<file path="src/rtl/fetch_prefetch_queue.sv">
`default_nettype none
// ============================================================================
// fetch_prefetch_queue : sequential instruction fetcher with a DEPTH-entry
// prefetch queue and redirect flush. Option macro: FETCH_PERF_COUNTERS_EN
// Revision: 1.0
// ============================================================================
module fetch_prefetch_queue #(
  parameter int unsigned DEPTH    = 4,
  parameter logic [31:0] RESET_PC = 32'h0000_0000,
  parameter logic [31:0] PC_STEP  = 32'd4
) (
  input  logic        clock,
  input  logic        nreset,
  input  logic        redirect_valid,
  input  logic [31:0] redirect_pc,
  output logic        bus_start,
  output logic [31:0] bus_address,
  output logic        bus_write,
  input  logic        bus_available,
  input  logic        bus_ready,
  input  logic        bus_error,
  input  logic [31:0] bus_read_data,
  output logic        dec_valid,
  input  logic        dec_ready,
  output logic [31:0] dec_instruction,
  output logic [31:0] dec_address,
  output logic        dec_fault
`ifdef FETCH_PERF_COUNTERS_EN
  ,
  output logic [31:0] perf_fetched,
  output logic [31:0] perf_discarded,
  output logic [31:0] perf_full_stall
`endif
);

  localparam int unsigned PTR_W = (DEPTH > 1) ? $clog2(DEPTH) : 1;
  localparam int unsigned CNT_W = $clog2(DEPTH + 1);
  localparam logic [CNT_W-1:0] DEPTH_C = CNT_W'(DEPTH);

  typedef enum logic [1:0] {
    ST_IDLE    = 2'd0,
    ST_WAITING = 2'd1,
    ST_HALTED  = 2'd2,
    ST_DISCARD = 2'd3
  } state_t;

  state_t             state_q, state_d;
  logic [31:0]        pc_q, pc_d;
  logic               bus_start_q, bus_start_d;
  logic [31:0]        bus_address_q, bus_address_d;
  logic [PTR_W-1:0]   head_q, head_d, tail_q, tail_d;
  logic [CNT_W-1:0]   count_q, count_d;
  logic [31:0]        fifo_instr_q [DEPTH];
  logic [31:0]        fifo_instr_d [DEPTH];
  logic [31:0]        fifo_addr_q  [DEPTH];
  logic [31:0]        fifo_addr_d  [DEPTH];
  logic               fifo_fault_q [DEPTH];
  logic               fifo_fault_d [DEPTH];

  logic        credit;
  logic        pop;
  logic        push;
  logic        push_fault;
  logic [31:0] push_instr;
  logic        discard;

  assign credit    = (count_q < DEPTH_C);
  assign dec_valid = (count_q != '0);
  assign pop       = dec_valid && dec_ready;

  assign bus_start       = bus_start_q;
  assign bus_address     = bus_address_q;
  assign bus_write       = 1'b0;
  assign dec_instruction = dec_valid ? fifo_instr_q[head_q] : 32'd0;
  assign dec_address     = dec_valid ? fifo_addr_q[head_q]  : 32'd0;
  assign dec_fault       = dec_valid ? fifo_fault_q[head_q] : 1'b0;

  always_comb begin
    state_d       = state_q;
    pc_d          = pc_q;
    bus_start_d   = bus_start_q;
    bus_address_d = bus_address_q;
    head_d        = head_q;
    tail_d        = tail_q;
    count_d       = count_q;
    fifo_instr_d  = fifo_instr_q;
    fifo_addr_d   = fifo_addr_q;
    fifo_fault_d  = fifo_fault_q;
    push          = 1'b0;
    push_fault    = 1'b0;
    push_instr    = 32'd0;
    discard       = 1'b0;

    unique case (state_q)
      ST_IDLE: begin
        if (bus_available && bus_ready && credit && !redirect_valid) begin
          bus_start_d   = 1'b1;
          bus_address_d = pc_q;
          pc_d          = pc_q + PC_STEP;
          state_d       = ST_WAITING;
        end
      end
      ST_WAITING: begin
        if (bus_ready) begin
          bus_start_d = 1'b0;
          if (redirect_valid) begin
            discard = 1'b1;
            state_d = ST_IDLE;
          end else begin
            push       = 1'b1;
            push_fault = bus_error;
            push_instr = bus_error ? 32'd0 : bus_read_data;
            state_d    = bus_error ? ST_HALTED : ST_IDLE;
          end
        end else if (redirect_valid) begin
          state_d = ST_DISCARD;
        end
      end
      ST_HALTED: begin
        if (redirect_valid) state_d = ST_IDLE;
      end
      ST_DISCARD: begin
        if (bus_ready) begin
          bus_start_d = 1'b0;
          discard     = 1'b1;
          state_d     = ST_IDLE;
        end
      end
      default: state_d = ST_IDLE;
    endcase

    // Redirect wins over any push/pop in the same cycle.
    if (redirect_valid) begin
      pc_d    = redirect_pc & 32'hFFFF_FFFC;
      head_d  = '0;
      tail_d  = '0;
      count_d = '0;
    end else begin
      if (push) begin
        fifo_instr_d[tail_q] = push_instr;
        fifo_addr_d[tail_q]  = bus_address_q;
        fifo_fault_d[tail_q] = push_fault;
        tail_d               = tail_q + PTR_W'(1);
      end
      if (pop) head_d = head_q + PTR_W'(1);
      unique case ({push, pop})
        2'b10:   count_d = count_q + CNT_W'(1);
        2'b01:   count_d = count_q - CNT_W'(1);
        default: count_d = count_q;
      endcase
    end
  end

  always_ff @(posedge clock or negedge nreset) begin
    if (!nreset) begin
      state_q       <= ST_IDLE;
      pc_q          <= RESET_PC;
      bus_start_q   <= 1'b0;
      bus_address_q <= 32'd0;
      head_q        <= '0;
      tail_q        <= '0;
      count_q       <= '0;
      for (int i = 0; i < DEPTH; i++) begin
        fifo_instr_q[i] <= 32'd0;
        fifo_addr_q[i]  <= 32'd0;
        fifo_fault_q[i] <= 1'b0;
      end
    end else begin
      state_q       <= state_d;
      pc_q          <= pc_d;
      bus_start_q   <= bus_start_d;
      bus_address_q <= bus_address_d;
      head_q        <= head_d;
      tail_q        <= tail_d;
      count_q       <= count_d;
      fifo_instr_q  <= fifo_instr_d;
      fifo_addr_q   <= fifo_addr_d;
      fifo_fault_q  <= fifo_fault_d;
    end
  end

`ifdef FETCH_PERF_COUNTERS_EN
  logic [31:0] perf_fetched_q, perf_fetched_d;
  logic [31:0] perf_discarded_q, perf_discarded_d;
  logic [31:0] perf_full_stall_q, perf_full_stall_d;

  always_comb begin
    perf_fetched_d    = perf_fetched_q;
    perf_discarded_d  = perf_discarded_q;
    perf_full_stall_d = perf_full_stall_q;
    if (push && !push_fault && (perf_fetched_q != 32'hFFFF_FFFF))
      perf_fetched_d = perf_fetched_q + 32'd1;
    if (discard && (perf_discarded_q != 32'hFFFF_FFFF))
      perf_discarded_d = perf_discarded_q + 32'd1;
    if ((state_q == ST_IDLE) && bus_available && !credit &&
        (perf_full_stall_q != 32'hFFFF_FFFF))
      perf_full_stall_d = perf_full_stall_q + 32'd1;
  end

  always_ff @(posedge clock or negedge nreset) begin
    if (!nreset) begin
      perf_fetched_q    <= 32'd0;
      perf_discarded_q  <= 32'd0;
      perf_full_stall_q <= 32'd0;
    end else begin
      perf_fetched_q    <= perf_fetched_d;
      perf_discarded_q  <= perf_discarded_d;
      perf_full_stall_q <= perf_full_stall_d;
    end
  end

  assign perf_fetched    = perf_fetched_q;
  assign perf_discarded  = perf_discarded_q;
  assign perf_full_stall = perf_full_stall_q;
`endif

endmodule
`default_nettype wire
</file>
<file path="config.mk">
export PLATFORM = sky130hd
export DESIGN_NAME = fetch_prefetch_queue
export DESIGN_NICKNAME = d
export VERILOG_FILES = /design/src/rtl/fetch_prefetch_queue.sv
export SDC_FILE = /design/constraint.sdc
export NUM_CORES = 1
export LEC_CHECK = 0
export CAP_MARGIN = 30
export CELL_PAD_IN_SITES_DETAIL_PLACEMENT = 0
export CELL_PAD_IN_SITES_GLOBAL_PLACEMENT = 2
export CORE_ASPECT_RATIO = 1.1
export CORE_MARGIN = 5
export CORE_UTILIZATION = 42
export DETAILED_ROUTE_END_ITERATION = 10
export PLACE_DENSITY_LB_ADDON = 0.12
export SETUP_SLACK_MARGIN = 0.2
export SLEW_MARGIN = 20
export SYNTH_ARGS = -nofsm -noshare
export SYNTH_HDL_FRONTEND = slang
export SYNTH_SLANG_ARGS = --single-unit
</file>
<file path="constraint.sdc">
create_clock -name clock -period 7.6 [get_ports clock]
set_clock_uncertainty 0.15 [all_clocks]
set_input_delay 1.52 -clock clock [delete_from_list [all_inputs] [get_ports clock]]
set_output_delay 1.52 -clock clock [all_outputs]
set_load 0.01 [all_outputs]
</file>
==> out/qor.csv, run 1 <==
stage;metric;value;unit
worst_setup_path;reg2reg setup slack;5.08;ns
worst_setup_path;CP startpoint;head_q[0]$_DFFE_PN0P_;
cells_and_area;Area growth syn-to-layout;23.7;%
logic_synthesis;xor and xnor area share after synthesis;1.82;%
logic_synthesis;sequential-to-total area share from yosys stat;55.9;%
timing;Final Hold Viols;0;
place;dpl cells;1578;
worst_hold_path;min-delay src;bus_start$_DFFE_PN0P_;
global_routing;largest net degree at the start of global routing;145;
run_status;status;completed;
logic_synthesis;Synth Register Bits;322;
worst_setup_path;R2R depth;8;
cts;clock buffer depth;3;
timing;worst rel slew slack;35.6;%
route;DR pass1 iterations;4;
place;I/O Buffers;163;
logic_synthesis;EDFF count, synth;0;
logic_synthesis;Adder-Cell Fraction of Synth Area;0.573;%
floorplanning;Initial Util;42.3;%
cts;# Post-CTS Setup Buffers;0;
logic_synthesis;Ys Warns;0;
global_routing;Remaining Overflow, GRT;0;
route;WL final;35.1;mm
worst_setup_path;WP data required;5.93;ns
logic_synthesis;Synth cell types;43;
timing;Worst Hold Slack;0.322;ns
cells_and_area;share of cells above drive strength 1;24.9;%
floorplanning;Die Ht;204;µm
worst_hold_path;worst hold stages;2;
logic_synthesis;dominant synthesized flop cell;dfrtp_1;
flow_run;maxcap violations;0;
worst_hold_path;Hold WC Path Type;reg2reg;
timing;setup TNS;0;ns
global_routing;first-pass GRT wire length;57.3;mm
place;Placed Area;16500;µm²
floorplanning;die area;38100;µm²
cts;root buffer cell;clkbuf_16;
pwr;Leakage;7.98;nW
global_routing;GRT Overall Usage;18.7;%
logic_synthesis;area of the mapped netlist;14400;µm²
cts;clock-pin slew on the worst setup and hold paths;0.05;ns
route;via count;9131;
timing;slew of the pin with the lowest slew margin;0.966;ns
timing;Setup-failing EPs final;0;
logic_synthesis;syn avg cell area;13.9;µm²
place;RePlAce Congestion;0.712;
floorplanning;Die W;187;µm
timing;minimum clock period;4.86;ns
cts;H-tree depth;2;
timing;Final Slew Violations;0;
cells_and_area;commonest cells after routing, fill and taps aside;dfrtp_1, clkdlybuf4s50_1, mux2_2;
timing;RSZ-0062 raised after global routing;false;
logic_synthesis;simple-gate share of the synthesized area;7.65;%
floorplanning;Core Rows;71;
floorplanning;io pins;171;
worst_setup_path;CP startpoint kind;flop;
worst_setup_path;r2r startpoint;state_q[1]$_DFFE_PN0P_;
cells_and_area;fin nets;1258;
cts;worst-skew pair later-pin latency;0.51;ns
route;routed vias/inst;5.54;
logic_synthesis;Post-Syn Instances;1040;
route;Initial DRC Count;448;
route;drc violations;0;
cells_and_area;Layout Utilization;52.4;%
cts;CTS buffer count;38;
global_routing;vias in the first global route;9873;
logic_synthesis;mux share of post-synthesis cell area;21.6;%
floorplanning;core area;34000;µm²
global_routing;initial antenna violation count;4;
cells_and_area;# fillers;2994;
timing;Max Clk Rate;206;MHz
worst_setup_path;Worst Setup End Kind;output port;
cells_and_area;final cell count without fillers;1647;
cells_and_area;diode count;0;
cts;CTS tree;built;
timing;fin crit share;64.0;%
cells_and_area;most common cell after layout, fill and taps aside;dfrtp_1;
worst_setup_path;CP Data Arrival Time;3.19;ns
cts;post-CTS sizing;0;
worst_hold_path;Min-Delay Endpoint;bus_start$_DFFE_PN0P_;
cts;hold_buf cts;0;
logic_synthesis;Synth Area in Compound Gates;9.57;%
logic_synthesis;largest family of logic cells by synthesized area;multiplexers;
route;Antenna Nets Post-Route;0;
pwr;worst vdd ir;177;µV
cts;CTS sink cnt;322;
worst_setup_path;crit-path max FO;34;
logic_synthesis;Post-synth ARST share;100;%
cells_and_area;final instance area;17800;µm²
worst_setup_path;kind of critical path;reg2out;
place;Post-DP HPWL;21.0;mm
route;DR WL/cell;21.3;µm
pwr;Power Density;307;nW/µm²
worst_setup_path;RR Endpoint;count_q[2]$_DFFE_PN0P_;
## kinds of logic after synthesis
group | Yosys count
flip-flops | 322
multiplexers | 213
AND/OR/NAND/NOR | 201
AO/OA/AOI/OAI | 176
buffers and inverters | 91
XOR/XNOR | 30
adder cells (fa/ha/maj) | 6
other | 1
## cell usage after synthesis, drive strengths merged, types with 14 or more instances
cell type	instances	share of area [%]
nand3	14	0.52
buf	50	1.8
o21ai	35	1.2
and2	70	3.0
mux4	63	9.8
mux2	148	12
nor2	21	0.55
xor2	16	0.97
dfrtp	322	56
nand2	55	1.4
xnor2	14	0.85
clkbuf	33	0.86
a22o	128	7.8
## power by group
group	switching [mW]	leakage [nW]	internal, mW
Sequential	0.274	4.31	2.01
Combinational	0.540	3.03	0.803
Clock	0.694	0.637	1.15
## through the flow
stage	worst slack (ns)	total power, mW
2_1_floorplan	4.02	2.99
3_5_place_dp	2.90	3.69
6_report	2.74	5.47
3_3_place_gp	2.90	3.67
4_1_cts	2.35	5.57
5_1_grt	2.52	5.79
## critical path: stages (launching register included)
cell,delay [ns]
dfrtp_4,0.58
buf_16,0.30
buf_4,0.52
mux4_2,0.57
and2_1,0.19
clkdlybuf4s50_1,0.48
## how the worst max path moves through the flow
stage / slack (ns) / to / depth (start not counted)
floorplan: 4.02 / count_q[2]$_DFFE_PN0P_ / 10
global placement: 2.90 / dec_address[31] / 4
detailed placement: 2.90 / dec_address[31] / 4
CTS: 2.35 / dec_address[31] / 4
global route: 2.52 / dec_address[31] / 5
finish: 2.74 / dec_address[3] / 5
## flip-flops by register name, summed over array words and instances (netlist names)
name and count:
head_q 2, count_q 3, fifo_fault_q 4, fifo_addr_q 120
state_q 2, bus_start 1, fifo_instr_q 128, bus_address 30
pc_q 30, tail_q 2
## per-layer routing
| metal | global-route usage (%) | wire, µm | vias up |
|---|---|---|---|
| met5 | 0 | 41 | - |
| met4 | 3.70 | 475 | 6 |
| met3 | 4.07 | 1810 | 43 |
| met2 | 31.5 | 17400 | 201 |
| met1 | 25.2 | 15400 | 4756 |
| li1 | - | - | 4125 |
## area by class of cell
cell class | count | area, µm² | share of cell area [%]
clock buffers | 58 | 1160 | 6.51
clock inverters | 10 | 125 | 0.702
inverters | 8 | 30.0 | 0.169
multi-input cells | 631 | 6000 | 33.7
flip-flops and latches | 322 | 8070 | 45.3
well taps | 438 | 548 | 3.08
repair buffers | 180 | 1890 | 10.6
No activity file was read; power rests on OpenSTA's default activity.
==> run 2, diff against run 1 <==
- CORE_UTILIZATION: 42 -> 39
- clock period: 7.6 -> 4.8 ns (I/O delays scaled with it)
==> run 2 against run 1 <==
Cell count increased by 3.6%; hold slack about the same; via count decreased by 0.41%; clock power increased by 64%; design area increased by 0.89%; die area increased by 7.3%; non-clock buffer count increased by 6; critical endpoint is now dec_address[15]; wire length increased by 5.4%; global-route usage decreased by 0.46 points; highest routed layer unchanged; worst setup slack got worse by 1.9 ns; sequential share of layout area decreased by 0.40 points; critical path depth decreased by 1.
==> out/qor.csv, run 2 (synthesis gave the netlist of run 1 again) <==
stage;metric;value;unit;change
run_status;status;completed;;unchanged
cts;H-tree depth;2;;unchanged
worst_setup_path;worst path cell trace;buf_4 -> mux4_2 -> and2_1 -> clkdlybuf4s50_1;;was buf_16 -> buf_4 -> mux4_2 -> and2_1 -> clkdlybuf4s50_1
cts;worst-skew pair later-pin latency;0.53;ns;was 0.51 ns
flow_run;maxcap violations;0;;unchanged
route;WL final;37.0;mm;was 35.1 mm
cells_and_area;commonest cells after routing, fill and taps aside;dfrtp_1, clkdlybuf4s50_1, mux2_2;;unchanged
cts;CTS sink cnt;322;;unchanged
place;Placed Area;16600;µm²;was 16500 µm²
floorplanning;die area;40900;µm²;was 38100 µm²
cells_and_area;final instance area;18000;µm²;was 17800 µm²
route;via count;9094;;was 9131
floorplanning;Initial Util;39.6;%;was 42.3%
timing;Max Clk Rate;249;MHz;
global_routing;vias in the first global route;10100;;was 9873
timing;Final Slew Violations;0;;unchanged
cts;hold_buf cts;0;;unchanged
timing;Worst Setup Slack, final;0.789;ns;was 2.74 ns
place;I/O Buffers;163;;unchanged
global_routing;GRT Overall Usage;18.2;%;was 18.7%
pwr;Flop pwr share;41.2;%;was 41.7%
place;Post-DP HPWL;22.4;mm;was 21.0 mm
worst_setup_path;cell family with most CP delay;buffers and inverters;;unchanged
timing;Setup-failing EPs final;0;;unchanged
route;DR pass1 iterations;4;;unchanged
cells_and_area;Largest register FFs;128;;unchanged
cells_and_area;share of cells above drive strength 1;25.7;%;was 24.9%
worst_setup_path;WP data required;3.69;ns;was 5.93 ns
timing;worst rel slew slack;32.6;%;was 35.6%
cells_and_area;Multi-input gate area;6000;µm²;unchanged
floorplanning;Die W;193;µm;was 187 µm
floorplanning;Die Ht;212;µm;was 204 µm
timing;RSZ-0062 raised after global routing;false;;unchanged
floorplanning;io pins;171;;unchanged
cells_and_area;# fillers;3264;;was 2994
cts;CTS tree;built;;unchanged
floorplanning;core area;36400;µm²;was 34000 µm²
route;drc violations;0;;unchanged
worst_setup_path;CP max-delay cell;dfrtp_4;;unchanged
pwr;P_int;6.38;mW;was 3.97 mW
cells_and_area;register cell area after layout;8070;µm²;unchanged
timing;fin crit share;83.6;%;
route;routed vias/inst;5.33;;was 5.54
pwr;Overall Power;8.83;mW;was 5.47 mW
global_routing;first-pass GRT wire length;59.5;mm;was 57.3 mm
global_routing;largest net degree at the start of global routing;120;;was 145
cts;clock buffer depth;3;;unchanged
route;DR WL/cell;21.7;µm;was 21.3 µm
cts;clock-pin slew on the worst setup and hold paths;0.06;ns;was 0.05 ns
place;pre-CTS WS;1.14;ns;was 2.90 ns
pwr;Leakage;8.03;nW;was 7.98 nW
pwr;Clk pwr share;34.4;%;was 33.7%
route;Initial DRC Count;508;;was 448
cts;root buffer cell;clkbuf_16;;unchanged
global_routing;Remaining Overflow, GRT;0;;unchanged
cts;CTS buffer count;39;;was 38
timing;setup TNS;0;ns;unchanged
cells_and_area;Area growth syn-to-layout;24.8;%;was 23.7%
timing;Final Hold Viols;0;;unchanged
cells_and_area;largest registers;fifo_instr_q: 128 flops, fifo_addr_q: 120 flops;;unchanged
worst_setup_path;kind of critical path;reg2out;;unchanged
worst_setup_path;CP Data Arrival Time;2.90;ns;was 3.19 ns
cells_and_area;most common cell after layout, fill and taps aside;dfrtp_1;;unchanged
pwr;sw power;2.44;mW;was 1.51 mW
worst_setup_path;CP startpoint kind;flop;;unchanged
cells_and_area;fin nets;1265;;was 1258
cells_and_area;Layout Utilization;49.4;%;was 52.4%
pwr;Power Density;491;nW/µm²;was 307 nW/µm²
place;RePlAce Congestion;0.729;;was 0.712
route;Antenna Nets Post-Route;0;;unchanged
cells_and_area;Most flops, register;fifo_instr_q;;unchanged
cts;post-CTS sizing;0;;unchanged
cts;# Post-CTS Setup Buffers;0;;unchanged
worst_setup_path;Buf+Inv Stages, Crit Path;2;;was 3
timing;minimum clock period;4.01;ns;
worst_setup_path;crit-path max FO;23;;was 34
worst_setup_path;Worst Setup End Kind;output port;;unchanged
worst_hold_path;Hold WC Path Type;reg2reg;;unchanged
worst_setup_path;reg2reg setup slack;2.20;ns;was 5.08 ns
pwr;worst vdd ir;241;µV;was 177 µV
global_routing;initial antenna violation count;6;;was 4
worst_setup_path;max incr delay on CP;0.75;ns;was 0.58 ns
timing;slew of the pin with the lowest slew margin;1.01;ns;was 0.966 ns
floorplanning;Core Rows;73;;was 71
pwr;Combinational Power Share;24.4;%;was 24.5%
pwr;Switching Fraction;27.7;%;was 27.5%
-- run 2: cell count changes in the layout (fill, tap and decap cells not counted), sizes merged --
| cell | before | now |
|---|---|---|
| diode | 0 | 2 |
| clkbuf | 58 | 60 |
| buf | 19 | 25 |
| clkinvlp | 0 | 1 |
-- run 2: worst paths after layout --
path                                             start                            end  cells past startpoint
worst max-delay path             head_q[0]$_DFFE_PN0P_                dec_address[15]                      4
worst min-delay path             bus_start$_DFFE_PN0P_          bus_start$_DFFE_PN0P_                      2
worst max register to register  state_q[1]$_DFFE_PN0P_    fifo_addr_q[42]$_DFFE_PN0P_                      5
worst min register to register   bus_start$_DFFE_PN0P_          bus_start$_DFFE_PN0P_                      2
max in group asynchronous                       nreset    fifo_instr_q[6]$_DFFE_PN0P_                      2
min in group asynchronous                       nreset  fifo_instr_q[108]$_DFFE_PN0P_                      1
-- run 2: tightest hold or removal path: stages, from the launching register on --
cell     delay (ns)
dfrtp_1        0.34
nand2_1        0.05
nand2_1        0.05
-- run 2: layer usage --
metal	GRT usage (%)	share of wire, %	up-vias
li1	-	-	4138
met1	24.8	46	4699
met2	30.1	48	195
met3	4.01	4.8	54
met4	4.37	1.7	8
met5	0	0.15	-
-- run 2: through the flow --
stage	instances	hold slack (ns)
detailed placement	1633	0.319
global placement	1631	0.317
finish	1707	0.322
CTS	1704	0.333
floorplan	1044	0.307
global route	1706	0.353
-- run 2: cell type report --
type	instances	area share (%)
timing repair buffer	186	10.7
sequential	322	44.9
inverter	8	0.167
antenna	2	0.0278
clock buffer	60	6.77
multi-input combinational	631	33.4
tap	487	3.39
clock inverter	11	0.738
-- run 2: power groups by stage --
stage / clock network [mW] / logic, mW / registers (mW)
floorplan: 0 / 1.18 / 3.56
global placement: 0 / 2.16 / 3.69
detailed placement: 0 / 2.19 / 3.69
CTS: 3.13 / 2.19 / 3.65
global route: 3.24 / 2.35 / 3.72
finish: 3.04 / 2.15 / 3.64
==> run 3, diff against run 2 <==
- clock period: 4.8 -> 4.1 ns (I/O delays scaled with it)
==> run 3 against run 2 <==
Sequential share of layout area rose by 0.17 points; global-route usage grew 0.18 points; first-iteration DRC count decreased by 0.59%; largest cell class unchanged; critical endpoint is now dec_fault.
==> out/qor.csv, run 3 (synthesis gave the netlist of run 1 again) <==
stage;metric;value;unit;change
route;DR WL/cell;22.0;µm;was 21.7 µm
worst_setup_path;worst path cell trace;or3_2 -> buf_4 -> and2_1 -> clkdlybuf4s50_1;;was buf_4 -> mux4_2 -> and2_1 -> clkdlybuf4s50_1
global_routing;met2 GRT Util;30.3;%;was 30.1%
route;routed vias/inst;5.41;;was 5.33
cells_and_area;largest registers;fifo_instr_q: 128 flops, fifo_addr_q: 120 flops;;unchanged
floorplanning;Die Ht;212;µm;unchanged
cts;# Post-CTS Setup Buffers;0;;unchanged
cts;post-CTS sizing;0;;unchanged
timing;slew of the pin with the lowest slew margin;0.817;ns;was 1.01 ns
cells_and_area;# fillers;3299;;was 3264
timing;RSZ-0062 raised after global routing;false;;unchanged
cts;CTS buffer count;38;;was 39
floorplanning;io pins;171;;unchanged
cells_and_area;Multi-input gate area;6000;µm²;unchanged
cells_and_area;most common cell after layout, fill and taps aside;dfrtp_1;;unchanged
cts;worst-skew pair later-pin latency;0.51;ns;was 0.53 ns
cts;H-tree depth;2;;unchanged
timing;Max Clk Rate;267;MHz;
timing;Final Hold Viols;0;;unchanged
route;WL final;37.5;mm;was 37.0 mm
timing;Setup-failing EPs final;0;;unchanged
cts;CTS tree;built;;unchanged
place;RePlAce Congestion;0.739;;was 0.729
floorplanning;Die W;193;µm;unchanged
cts;clock buffer depth;3;;unchanged
worst_setup_path;R2R depth;8;;was 5
worst_hold_path;Hold WC Path Type;in2async;;was reg2reg
pwr;worst vdd ir;246;µV;was 241 µV
worst_setup_path;CP startpoint kind;flop;;unchanged
place;I/O Buffers;163;;unchanged
floorplanning;Initial Util;39.6;%;unchanged
worst_setup_path;CP max-delay cell;or3_2;;was dfrtp_4
global_routing;busiest grt layer;met2;;unchanged
pwr;Power Density;564;nW/µm²;was 491 nW/µm²
cells_and_area;Layout Utilization;49.3;%;was 49.4%
route;Antenna Nets Post-Route;0;;unchanged
worst_setup_path;RR Endpoint;count_q[2]$_DFFE_PN0P_;;was fifo_addr_q[42]$_DFFE_PN0P_
timing;worst rel slew slack;45.1;%;was 32.6%
cts;root buffer cell;clkbuf_16;;unchanged
global_routing;first-pass GRT wire length;60.2;mm;was 59.5 mm
timing;fin crit share;91.3;%;
cells_and_area;Largest register FFs;128;;unchanged
flow_run;maxcap violations;0;;unchanged
floorplanning;Core Rows;73;;unchanged
cells_and_area;fin nets;1270;;was 1265
cells_and_area;register cell area after layout;8070;µm²;unchanged
worst_setup_path;crit-path max FO;59;;was 23
worst_setup_path;CP Data Arrival Time;2.78;ns;was 2.90 ns
global_routing;Remaining Overflow, GRT;0;;unchanged
cells_and_area;final instance area;17900;µm²;was 18000 µm²
route;DR pass1 iterations;4;;unchanged
timing;setup TNS;0;ns;unchanged
cts;clock-pin slew on the worst setup and hold paths;0.06;ns;about the same
pwr;Leakage;8.00;nW;was 8.03 nW
floorplanning;core area;36400;µm²;unchanged
global_routing;GRT Overall Usage;18.4;%;was 18.2%
floorplanning;die area;40900;µm²;unchanged
route;Initial DRC Count;505;;was 508
place;Post-DP HPWL;22.9;mm;was 22.4 mm
global_routing;largest net degree at the start of global routing;85;;was 120
global_routing;global routing usage on met3;3.69;%;was 4.01%
worst_setup_path;max incr delay on CP;0.63;ns;was 0.75 ns
cts;hold_buf cts;0;;unchanged
cts;CTS sink cnt;322;;unchanged
worst_setup_path;kind of critical path;reg2out;;unchanged
worst_setup_path;WP data required;3.13;ns;was 3.69 ns
worst_setup_path;reg2reg setup slack;1.57;ns;was 2.20 ns
route;drc violations;0;;unchanged
cells_and_area;commonest cells after routing, fill and taps aside;dfrtp_1, clkdlybuf4s50_1, mux2_2;;unchanged
global_routing;met1 GRT Util;25.5;%;was 24.8%
route;via count;9226;;was 9094
cells_and_area;Most flops, register;fifo_instr_q;;unchanged
timing;minimum clock period;3.75;ns;
global_routing;initial antenna violation count;7;;was 6
worst_setup_path;r2r startpoint;state_q[1]$_DFFE_PN0P_;;unchanged
cells_and_area;share of cells above drive strength 1;25.4;%;was 25.7%
cells_and_area;Area growth syn-to-layout;24.3;%;was 24.8%
timing;Final Slew Violations;0;;unchanged
global_routing;vias in the first global route;10100;;about the same
worst_setup_path;Worst Setup End Kind;output port;;unchanged
place;Placed Area;16700;µm²;was 16600 µm²
run_status;status;completed;;unchanged
-- run 3: changes by cell type in the layout (fill, tap and decap cells not counted), moves of 3 or more --
| cell | delta |
|---|---|
| clkbuf_1 | +3 |
| clkinv_2 | -5 |
| buf_12 | +3 |
| buf_4 | +5 |
-- run 3: report_power, final --
part | switching (mW) | internal [mW] | leakage (nW) | total, mW
sequential | 0.510 | 3.73 | 4.31 | 4.24
combinational | 1.05 | 1.50 | 3.08 | 2.55
clock | 1.26 | 2.05 | 0.611 | 3.32
-- run 3: worst max path at each step --
stage,slack (ns),startpoint,to,cells past startpoint
after floorplan,1.22,redirect_valid,count_q[2]$_DFFE_PN0P_,10
after global placement,0.68,bus_ready,count_q[2]$_DFFE_PN0P_,9
after detailed placement,0.68,bus_ready,count_q[2]$_DFFE_PN0P_,9
after CTS,0.29,count_q[0]$_DFFE_PN0P_,dec_address[31],4
after global routing,0.24,count_q[0]$_DFFE_PN0P_,dec_fault,4
final,0.35,count_q[0]$_DFFE_PN0P_,dec_fault,4
-- run 3: per-stage QoR --
step	std cells	setup slack (ns)	power (mW)	hold WS (ns)
5_1_grt	1705	0.245	10.7	0.183
3_3_place_gp	1640	0.679	6.86	0.314
3_5_place_dp	1640	0.683	6.90	0.331
6_report	1706	0.355	10.1	0.147
4_1_cts	1704	0.294	10.3	0.164
2_1_floorplan	1044	1.22	5.55	0.307
-- run 3: critical path: cells and delay by family, from the launching register on --
kind | cells | cell delay, ns
flip-flops | 1 | 0.43
AND/OR/NAND/NOR | 2 | 0.91
buffers and inverters | 2 | 0.89
-- run 3: layout make-up --
class,count,share of cell area [%]
diodes,2,0.0279
clock buffers,61,6.71
clock inverters,3,0.224
inverters,8,0.168
multi-input cells,631,33.5
flip-flops and latches,322,45.0
well taps,487,3.40
repair buffers,192,11.0
-- run 3: layer usage --
layer	wire length, µm	up-vias
li1	-	4144
met4	545	6
met1	17200	4849
met3	1620	49
met2	18100	178
met5	41	-
